### config.mk
export PLATFORM = sky130hd
export DESIGN_NAME = sipo_y_stream_flat
export DESIGN_NICKNAME = d
export VERILOG_FILES = /design/src/rtl/sipo_y_stream_if.sv /design/src/rtl/sipo_y_stream.sv /design/src/flat_wrapper.sv
export SDC_FILE = /design/constraint.sdc
export NUM_CORES = 1
export LEC_CHECK = 0
export ABC_AREA = 1
export ABC_CLOCK_PERIOD_IN_PS = 1840
export CAP_MARGIN = 10
export CELL_PAD_IN_SITES_DETAIL_PLACEMENT = 0
export CELL_PAD_IN_SITES_GLOBAL_PLACEMENT = 1
export CORE_MARGIN = 4
export CORE_UTILIZATION = 36
export CTS_CLUSTER_DIAMETER = 120
export DETAILED_ROUTE_END_ITERATION = 10
export PLACE_DENSITY = 0.88
export SYNTH_ARGS = -nofsm -noshare
export SYNTH_HDL_FRONTEND = slang
export SYNTH_SLANG_ARGS = --single-unit
### constraint.sdc
create_clock -name clk -period 1.84 [get_ports clk]
set_input_delay 0.184 -clock clk [delete_from_list [all_inputs] [get_ports clk]]
set_output_delay 0.184 -clock clk [all_outputs]
set_load 0.1 [all_outputs]
### src/rtl/sipo_y_stream_if.sv
// Stream interface for sipo_y_stream: serial word input side and parallel frame output side.
// The s_in_last / p_out_cnt members exist only when SIPO_FLUSH_EN is defined.
interface sipo_y_stream_if #(
    parameter int unsigned DATA_W = 32,
    parameter int unsigned NUM    = 8
) ();
    logic                    s_in_v;
    logic                    s_in_rdy;
    logic [DATA_W-1:0]       s_in;
    logic                    p_out_v;
    logic                    p_out_rdy;
    logic [NUM*DATA_W-1:0]   p_out;
`ifdef SIPO_FLUSH_EN
    localparam int unsigned CNT_W = $clog2(NUM + 1);
    logic                    s_in_last;
    logic [CNT_W-1:0]        p_out_cnt;

    modport master (
        output s_in_v, s_in, s_in_last, p_out_rdy,
        input  s_in_rdy, p_out_v, p_out, p_out_cnt
    );
    modport slave (
        input  s_in_v, s_in, s_in_last, p_out_rdy,
        output s_in_rdy, p_out_v, p_out, p_out_cnt
    );
`else
    modport master (
        output s_in_v, s_in, p_out_rdy,
        input  s_in_rdy, p_out_v, p_out
    );
    modport slave (
        input  s_in_v, s_in, p_out_rdy,
        output s_in_rdy, p_out_v, p_out
    );
`endif
endinterface

### src/rtl/sipo_y_stream.sv
// sipo_y_stream: gathers NUM serial DATA_W words into one NUM-lane frame, with a one-frame skid.
// Define SIPO_FLUSH_EN to enable early frame close (s_in_last) and the p_out_cnt lane count.
module sipo_y_stream #(
    parameter int unsigned DATA_W = 32,
    parameter int unsigned NUM    = 8,
    parameter int unsigned CNT_W  = $clog2(NUM + 1)
) (
    input  logic            clk,
    input  logic            rst,
    sipo_y_stream_if.slave  bus
);
    localparam int unsigned IDX_W   = $clog2(NUM);
    localparam int unsigned FRAME_W = NUM * DATA_W;

    logic [DATA_W-1:0]  lane_q [NUM];
    logic [DATA_W-1:0]  lane_d [NUM];
    logic [CNT_W-1:0]   cnt_q, cnt_d;
    logic               pend_q, pend_d;
    logic [CNT_W-1:0]   pend_len_q, pend_len_d;
    logic               out_v_q, out_v_d;
    logic [FRAME_W-1:0] out_q, out_d;
`ifdef SIPO_FLUSH_EN
    logic [CNT_W-1:0]   out_cnt_q, out_cnt_d;
`endif

    logic               accept_c;
    logic               close_c;
    logic               done_c;
    logic               free_c;
    logic               hs_c;
    logic [CNT_W-1:0]   len_c;
    logic [FRAME_W-1:0] frame_c;

    assign accept_c = bus.s_in_v & ~pend_q;
    assign free_c   = ~out_v_q | bus.p_out_rdy;
    assign hs_c     = out_v_q & bus.p_out_rdy;
`ifdef SIPO_FLUSH_EN
    assign close_c  = (cnt_q == CNT_W'(NUM - 1)) | bus.s_in_last;
`else
    assign close_c  = (cnt_q == CNT_W'(NUM - 1));
`endif
    assign done_c   = accept_c & close_c;

    // Collect update, frame assembly (lanes at or above the frame length read as zero) and skid control.
    always_comb begin
        lane_d     = lane_q;
        cnt_d      = cnt_q;
        pend_d     = pend_q;
        pend_len_d = pend_len_q;
        out_v_d    = out_v_q;
        out_d      = out_q;
`ifdef SIPO_FLUSH_EN
        out_cnt_d  = out_cnt_q;
`endif
        len_c      = pend_q ? pend_len_q : cnt_q + CNT_W'(1);
        frame_c    = '0;

        if (accept_c) begin
            lane_d[cnt_q[IDX_W-1:0]] = bus.s_in;
            cnt_d = done_c ? '0 : cnt_q + CNT_W'(1);
        end

        for (int unsigned k = 0; k < NUM; k++) begin
            frame_c[k*DATA_W +: DATA_W] = (CNT_W'(k) < len_c) ? lane_d[k] : '0;
        end

        if (done_c && free_c) begin
            out_d   = frame_c;
            out_v_d = 1'b1;
`ifdef SIPO_FLUSH_EN
            out_cnt_d = len_c;
`endif
        end else if (done_c) begin
            pend_d     = 1'b1;
            pend_len_d = len_c;
        end else if (pend_q && hs_c) begin
            out_d   = frame_c;
            out_v_d = 1'b1;
            pend_d  = 1'b0;
`ifdef SIPO_FLUSH_EN
            out_cnt_d = len_c;
`endif
        end else if (hs_c) begin
            out_v_d = 1'b0;
        end
    end

    always_ff @(posedge clk) begin
        if (rst) begin
            for (int unsigned k = 0; k < NUM; k++) begin
                lane_q[k] <= '0;
            end
            cnt_q      <= '0;
            pend_q     <= 1'b0;
            pend_len_q <= '0;
            out_v_q    <= 1'b0;
            out_q      <= '0;
`ifdef SIPO_FLUSH_EN
            out_cnt_q  <= '0;
`endif
        end else begin
            lane_q     <= lane_d;
            cnt_q      <= cnt_d;
            pend_q     <= pend_d;
            pend_len_q <= pend_len_d;
            out_v_q    <= out_v_d;
            out_q      <= out_d;
`ifdef SIPO_FLUSH_EN
            out_cnt_q  <= out_cnt_d;
`endif
        end
    end

    assign bus.s_in_rdy = ~pend_q;
    assign bus.p_out_v  = out_v_q;
    assign bus.p_out    = out_q;
`ifdef SIPO_FLUSH_EN
    assign bus.p_out_cnt = out_cnt_q;
`endif

endmodule

### src/flat_wrapper.sv
// flat-port wrapper written by rule: the top's interface ports become plain ports
module sipo_y_stream_flat 
#(
    parameter int unsigned DATA_W = 32,
    parameter int unsigned NUM    = 8,
    parameter int unsigned CNT_W  = $clog2(NUM + 1)
)
  (clk, rst, bus_s_in_v, bus_s_in, bus_p_out_rdy, bus_s_in_rdy, bus_p_out_v, bus_p_out);
  sipo_y_stream_if #(.DATA_W(DATA_W), .NUM(NUM)) bus_i ();
  input  logic clk;
  input  logic rst;
  input wire logic [$bits(bus_i.s_in_v)-1:0] bus_s_in_v;
  input wire logic [$bits(bus_i.s_in)-1:0] bus_s_in;
  input wire logic [$bits(bus_i.p_out_rdy)-1:0] bus_p_out_rdy;
  output wire logic [$bits(bus_i.s_in_rdy)-1:0] bus_s_in_rdy;
  output wire logic [$bits(bus_i.p_out_v)-1:0] bus_p_out_v;
  output wire logic [$bits(bus_i.p_out)-1:0] bus_p_out;
  assign bus_i.s_in_v = bus_s_in_v;
  assign bus_i.s_in = bus_s_in;
  assign bus_i.p_out_rdy = bus_p_out_rdy;
  assign bus_s_in_rdy = bus_i.s_in_rdy;
  assign bus_p_out_v = bus_i.p_out_v;
  assign bus_p_out = bus_i.p_out;
  sipo_y_stream #(.DATA_W(DATA_W), .NUM(NUM), .CNT_W(CNT_W)) u_core (.clk(clk), .rst(rst), .bus(bus_i));
endmodule
==> tab_implementation.tex <==
\begin{tabular}{lr}
\hline
Metric & Value \\
\hline
\multicolumn{2}{l}{\textbf{Synthesis}} \\
\quad Combinational family with the most area after synthesis & compound AO/OA/AOI/OAI gates \\
\quad Warning count from the yosys run & 0 \\
\quad Synthesized-area fraction occupied by ao, oa, aoi and oai cells & 0.231 \\
\quad Mux contribution to synthesized area & 0 \\
\quad Area share of and/or/nand/nor cells after synthesis & 0.167 \\
\quad Cell taking the most area after synthesis & sky130\_fd\_sc\_hd\_\_dfxtp\_1 \\
\quad Adder and majority cell fraction of the synthesized area & 0.000623 \\
\quad Synthesized instance count & around 2600 \\
\quad Area share of xor/xnor cells in the synthesized design & 0 \\
\quad Synthesized flop and latch total & 522 \\
\quad Synth cell types & 28 \\
\quad Syn nets & 2614 \\
\quad Cell Area, Synth & 20100 um\^{}2 \\
\quad Post-synthesis sequential area ratio & 0.520 \\
\quad Mean cell area of the mapped netlist & 7.80 um\^{}2 \\
\quad Synth top area share & 0.520 \\
\quad Biggest area contributors in the synthesized netlist & sky130\_fd\_sc\_hd\_\_dfxtp\_1 (52\%), sky130\_fd\_sc\_hd\_\_nand2\_1 (11\%), sky130\_fd\_sc\_hd\_\_o21ai\_0 (9.1\%) \\
\multicolumn{2}{l}{\textbf{Cells and area}} \\
\quad Most common cell after layout, fill and taps aside & sky130\_fd\_sc\_hd\_\_nand2\_1 \\
\quad Final Cell Area & between 20000 and 30000 um\^{}2 \\
\quad Area Growth Syn to Fin & 32.2\% \\
\quad Layout cell share with drive strength beyond 1 & 0.193 \\
\quad Final core occ & 0.481 \\
\quad Commonest cells after routing, fill and taps aside & sky130\_fd\_sc\_hd\_\_nand2\_1 (571), sky130\_fd\_sc\_hd\_\_dfxtp\_1 (520), sky130\_fd\_sc\_hd\_\_buf\_4 (405), sky130\_fd\_sc\_hd\_\_o21ai\_0 (361), sky130\_fd\_sc\_hd\_\_a21oi\_1 (359) \\
\quad Number of nets at the end of the flow & 2962 \\
\multicolumn{2}{l}{\textbf{Global routing}} \\
\quad Number of global-route vias before repair & 17300 \\
\quad Number of antenna violations at the first check in global routing & 2 \\
\quad GR Overflow Total & 0 \\
\quad Wire length of the first global-routing pass & 104 mm \\
\quad Largest net degree at the start of global routing & 167 \\
\quad Overall Global Routing Usage & 0.223 \\
\multicolumn{2}{l}{\textbf{Clock network}} \\
\quad Number of buffers created by CTS & 55 \\
\quad TritonCTS clock tree & done \\
\quad Cts-stage hold buffer count & 0 \\
\quad Clock-pin slew reported for the worst setup and hold paths after clock tree synthesis & 0.06 ns \\
\quad Buffer depth of the longest clock path & 3 \\
\quad Number of clock sinks seen by CTS & 522 \\
\quad Cell at the root of the clock tree & sky130\_fd\_sc\_hd\_\_clkbuf\_16 \\
\quad Number of levels in the clock H-tree & 2 \\
\quad Clk Latency, worst-skew pair & 0.63 ns \\
\multicolumn{2}{l}{\textbf{Power and ir drop}} \\
\quad Worst supply voltage drop on vdd & 766 uV \\
\quad Leakage power figure & approximately 11 nW \\
\quad Power, Total & 25.8 mW \\
\quad Power density relative to cell area & $\sim$970 nW/um\^{}2 \\
\multicolumn{2}{l}{\textbf{Critical path}} \\
\quad Required @ worst endpoint & 2.36 ns \\
\quad Startpoint type of the worst setup path & flop \\
\quad Crit Path Category & flop to flop \\
\quad Max Fanout on Critical Path & 9 \\
\quad Critical path capture point type & flop \\
\quad Data arrival at the endpoint of the critical path & around 2.3 ns \\
\multicolumn{2}{l}{\textbf{Die}} \\
\quad Boundary pin count & 294 \\
\quad Initial core utilization & 0.364 \\
\quad Core outline area & about 55000 um\^{}2 \\
\quad FP Rows & 86 \\
\quad Width of the die & 244 um \\
\quad Die span in y & around 240 um \\
\quad Area of the die & between 50000 and 60000 um\^{}2 \\
\multicolumn{2}{l}{\textbf{STA}} \\
\quad Count of endpoints failing setup in the final report & 0 \\
\quad Max frequency & between 500 and 600 MHz \\
\quad Skew final & slightly below 0.04 ns \\
\quad Max\_slew headroom & 0.275 \\
\quad Final period utilization & 0.966 \\
\quad Shortest clock period the worst path allows after layout & 1.78 ns \\
\quad Unrepaired setup endpoints after global routing & true \\
\quad Final hold viol count & 0 \\
\quad Final setup slack of the worst path & 0.0634 ns \\
\quad Slew at the pin with the worst max-slew slack & around 1.1 ns \\
\quad Number of max-slew violations in the final report & 0 \\
\multicolumn{2}{l}{\textbf{Placed design}} \\
\quad Setup slack at placement & -0.102 ns \\
\quad Detailed-placement wirelength estimate & 46.8 mm \\
\quad Number of buffer cells added on primary ports & 293 \\
\quad Cell area after placement & 24300 um\^{}2 \\
\quad Routability-driven placement congestion ratio & a little under 0.9 \\
\multicolumn{2}{l}{\textbf{Routing}} \\
\quad Final antenna-violating net count & 0 \\
\quad Total number of vias & between 15000 and 20000 \\
\quad Wire length reported by the detailed router & 70.4 mm \\
\quad TritonRoute pass-1 iters & 5 \\
\quad Drt initial violations & 1624 \\
\quad Via count normalized by instance count & roughly 5.0 \\
\quad Post-route DRC violation count & 0 \\
\quad Post-detailed-route wirelength per cell & 18.9 um \\
\multicolumn{2}{l}{\textbf{Flow run}} \\
\quad Total of max-cap violations & 0 \\
\multicolumn{2}{l}{\textbf{Hold path}} \\
\quad Class of the worst hold path & primary input to flop \\
\multicolumn{2}{l}{\textbf{Outcome}} \\
\quad Status & finished, final reports clean \\
\hline
\end{tabular}
==> routing by layer <==
metal / global-route usage / vias to the layer above / wire (um)
met5: 0 / - / 13
met4: 0.0744 / 2 / 2550
met3: 0.0497 / 106 / 5400
met2: 0.357 / 667 / 32000
met1: 0.300 / 8785 / 30400
li1: - / 9122 / -
==> power by group <==
group / internal, mW / switching [mW] / total (mW)
clock: 7.13 / 4.82 / 12.0
sequential: 11.5 / 0.0625 / 11.6
combinational: 0.700 / 1.54 / 2.24
total: 19.3 / 6.42 / 25.8
==> path summary, 6_finish.rpt <==
kind | startpoint | end | slack, ns | cells past startpoint
hold / removal | rst | u_core.bus.p_out[199] | 0.04 | 4
setup reg to reg | u_core.pend_q | u_core.bus.p_out[100] | 0.06 | 11
hold reg to reg | u_core.pend_len_q[2] | u_core.pend_len_q[2] | 0.46 | 2
setup / recovery | u_core.pend_q | u_core.bus.p_out[100] | 0.06 | 11
==> registers in the layout, indices dropped and copies added (netlist names) <==
register and cells:
u_core.bus.p_out_v 1, u_core.pend_len_q 4, u_core.bus.p_out 256, u_core.cnt_q 4, u_core.pend_q 1, u_core.lane_q 256
==> repair_timing <==
action                                  in CTS  in global routing
endpoints found under the setup margin       0                121
gates resized for setup                      0                 24
buffers inserted                             0                  6
==> final cells by class <==
type / count / area (um^2)
Antenna cell: 1 / 2.50
Clock buffer: 73 / 1520
Clock inverter: 30 / 439
Fill cell: 5292 / 28600
Inverter: 178 / 683
Multi-Input combinational cell: 1676 / 8030
Sequential cell: 522 / 10500
Tap cell: 748 / 936
Timing Repair Buffer: 492 / 4490
==> Yosys cell counts <==
master                     instances
sky130_fd_sc_hd__a211oi_1         32
sky130_fd_sc_hd__a21oi_1         359
sky130_fd_sc_hd__and2_1           96
sky130_fd_sc_hd__buf_2            91
sky130_fd_sc_hd__buf_4             9
sky130_fd_sc_hd__buf_6             7
sky130_fd_sc_hd__clkbuf_1         91
sky130_fd_sc_hd__clkbuf_2          3
sky130_fd_sc_hd__dfxtp_1         522
sky130_fd_sc_hd__ha_1              1
sky130_fd_sc_hd__inv_1           175
sky130_fd_sc_hd__inv_2             2
sky130_fd_sc_hd__inv_4             1
sky130_fd_sc_hd__nand2_1         573
sky130_fd_sc_hd__nand2_2           3
sky130_fd_sc_hd__nand2_4           2
sky130_fd_sc_hd__nand3_1           6
sky130_fd_sc_hd__nand3_2           1
sky130_fd_sc_hd__nand4_1           1
sky130_fd_sc_hd__nand4_4           3
sky130_fd_sc_hd__nor2_1          104
sky130_fd_sc_hd__nor2_2            3
sky130_fd_sc_hd__nor2_4            2
sky130_fd_sc_hd__nor3_1            1
sky130_fd_sc_hd__nor3_4            1
sky130_fd_sc_hd__o21a_1           65
sky130_fd_sc_hd__o21ai_0         366
sky130_fd_sc_hd__o21ai_1          57
==> cell families (layout without fill, tap and decap cells) <==
logic type / after synthesis / count (layout)
adder cells (fa/ha/maj): 1 / 1
other: 0 / 1
AND/OR/NAND/NOR: 796 / 796
flip-flops: 522 / 522
AO/OA/AOI/OAI: 879 / 879
buffers and inverters: 379 / 773
==> worst max-delay path: stages, from the launching register on <==
cell and delay (ns):
sky130_fd_sc_hd__dfxtp_2 0.34, sky130_fd_sc_hd__buf_12 0.14, sky130_fd_sc_hd__inv_8 0.06, sky130_fd_sc_hd__nand2_4 0.06
sky130_fd_sc_hd__nor3_4 0.18, sky130_fd_sc_hd__nand2_2 0.12, sky130_fd_sc_hd__nand2_8 0.15, sky130_fd_sc_hd__buf_12 0.17
sky130_fd_sc_hd__buf_8 0.14, sky130_fd_sc_hd__buf_6 0.10, sky130_fd_sc_hd__o21ai_0 0.08, sky130_fd_sc_hd__a21oi_1 0.15
==> through the flow <==
step	hold WS, ns	setup TNS [ns]	std cells
finish	0.0430	0	3720
detailed placement	0.442	-10.52	3604
CTS	0.0396	0	3707
global route	0.0737	-0.0601	3719
floorplan	0.353	0	2577
global placement	0.440	-3.22	3604
No activity file was read; power rests on OpenSTA's default activity.
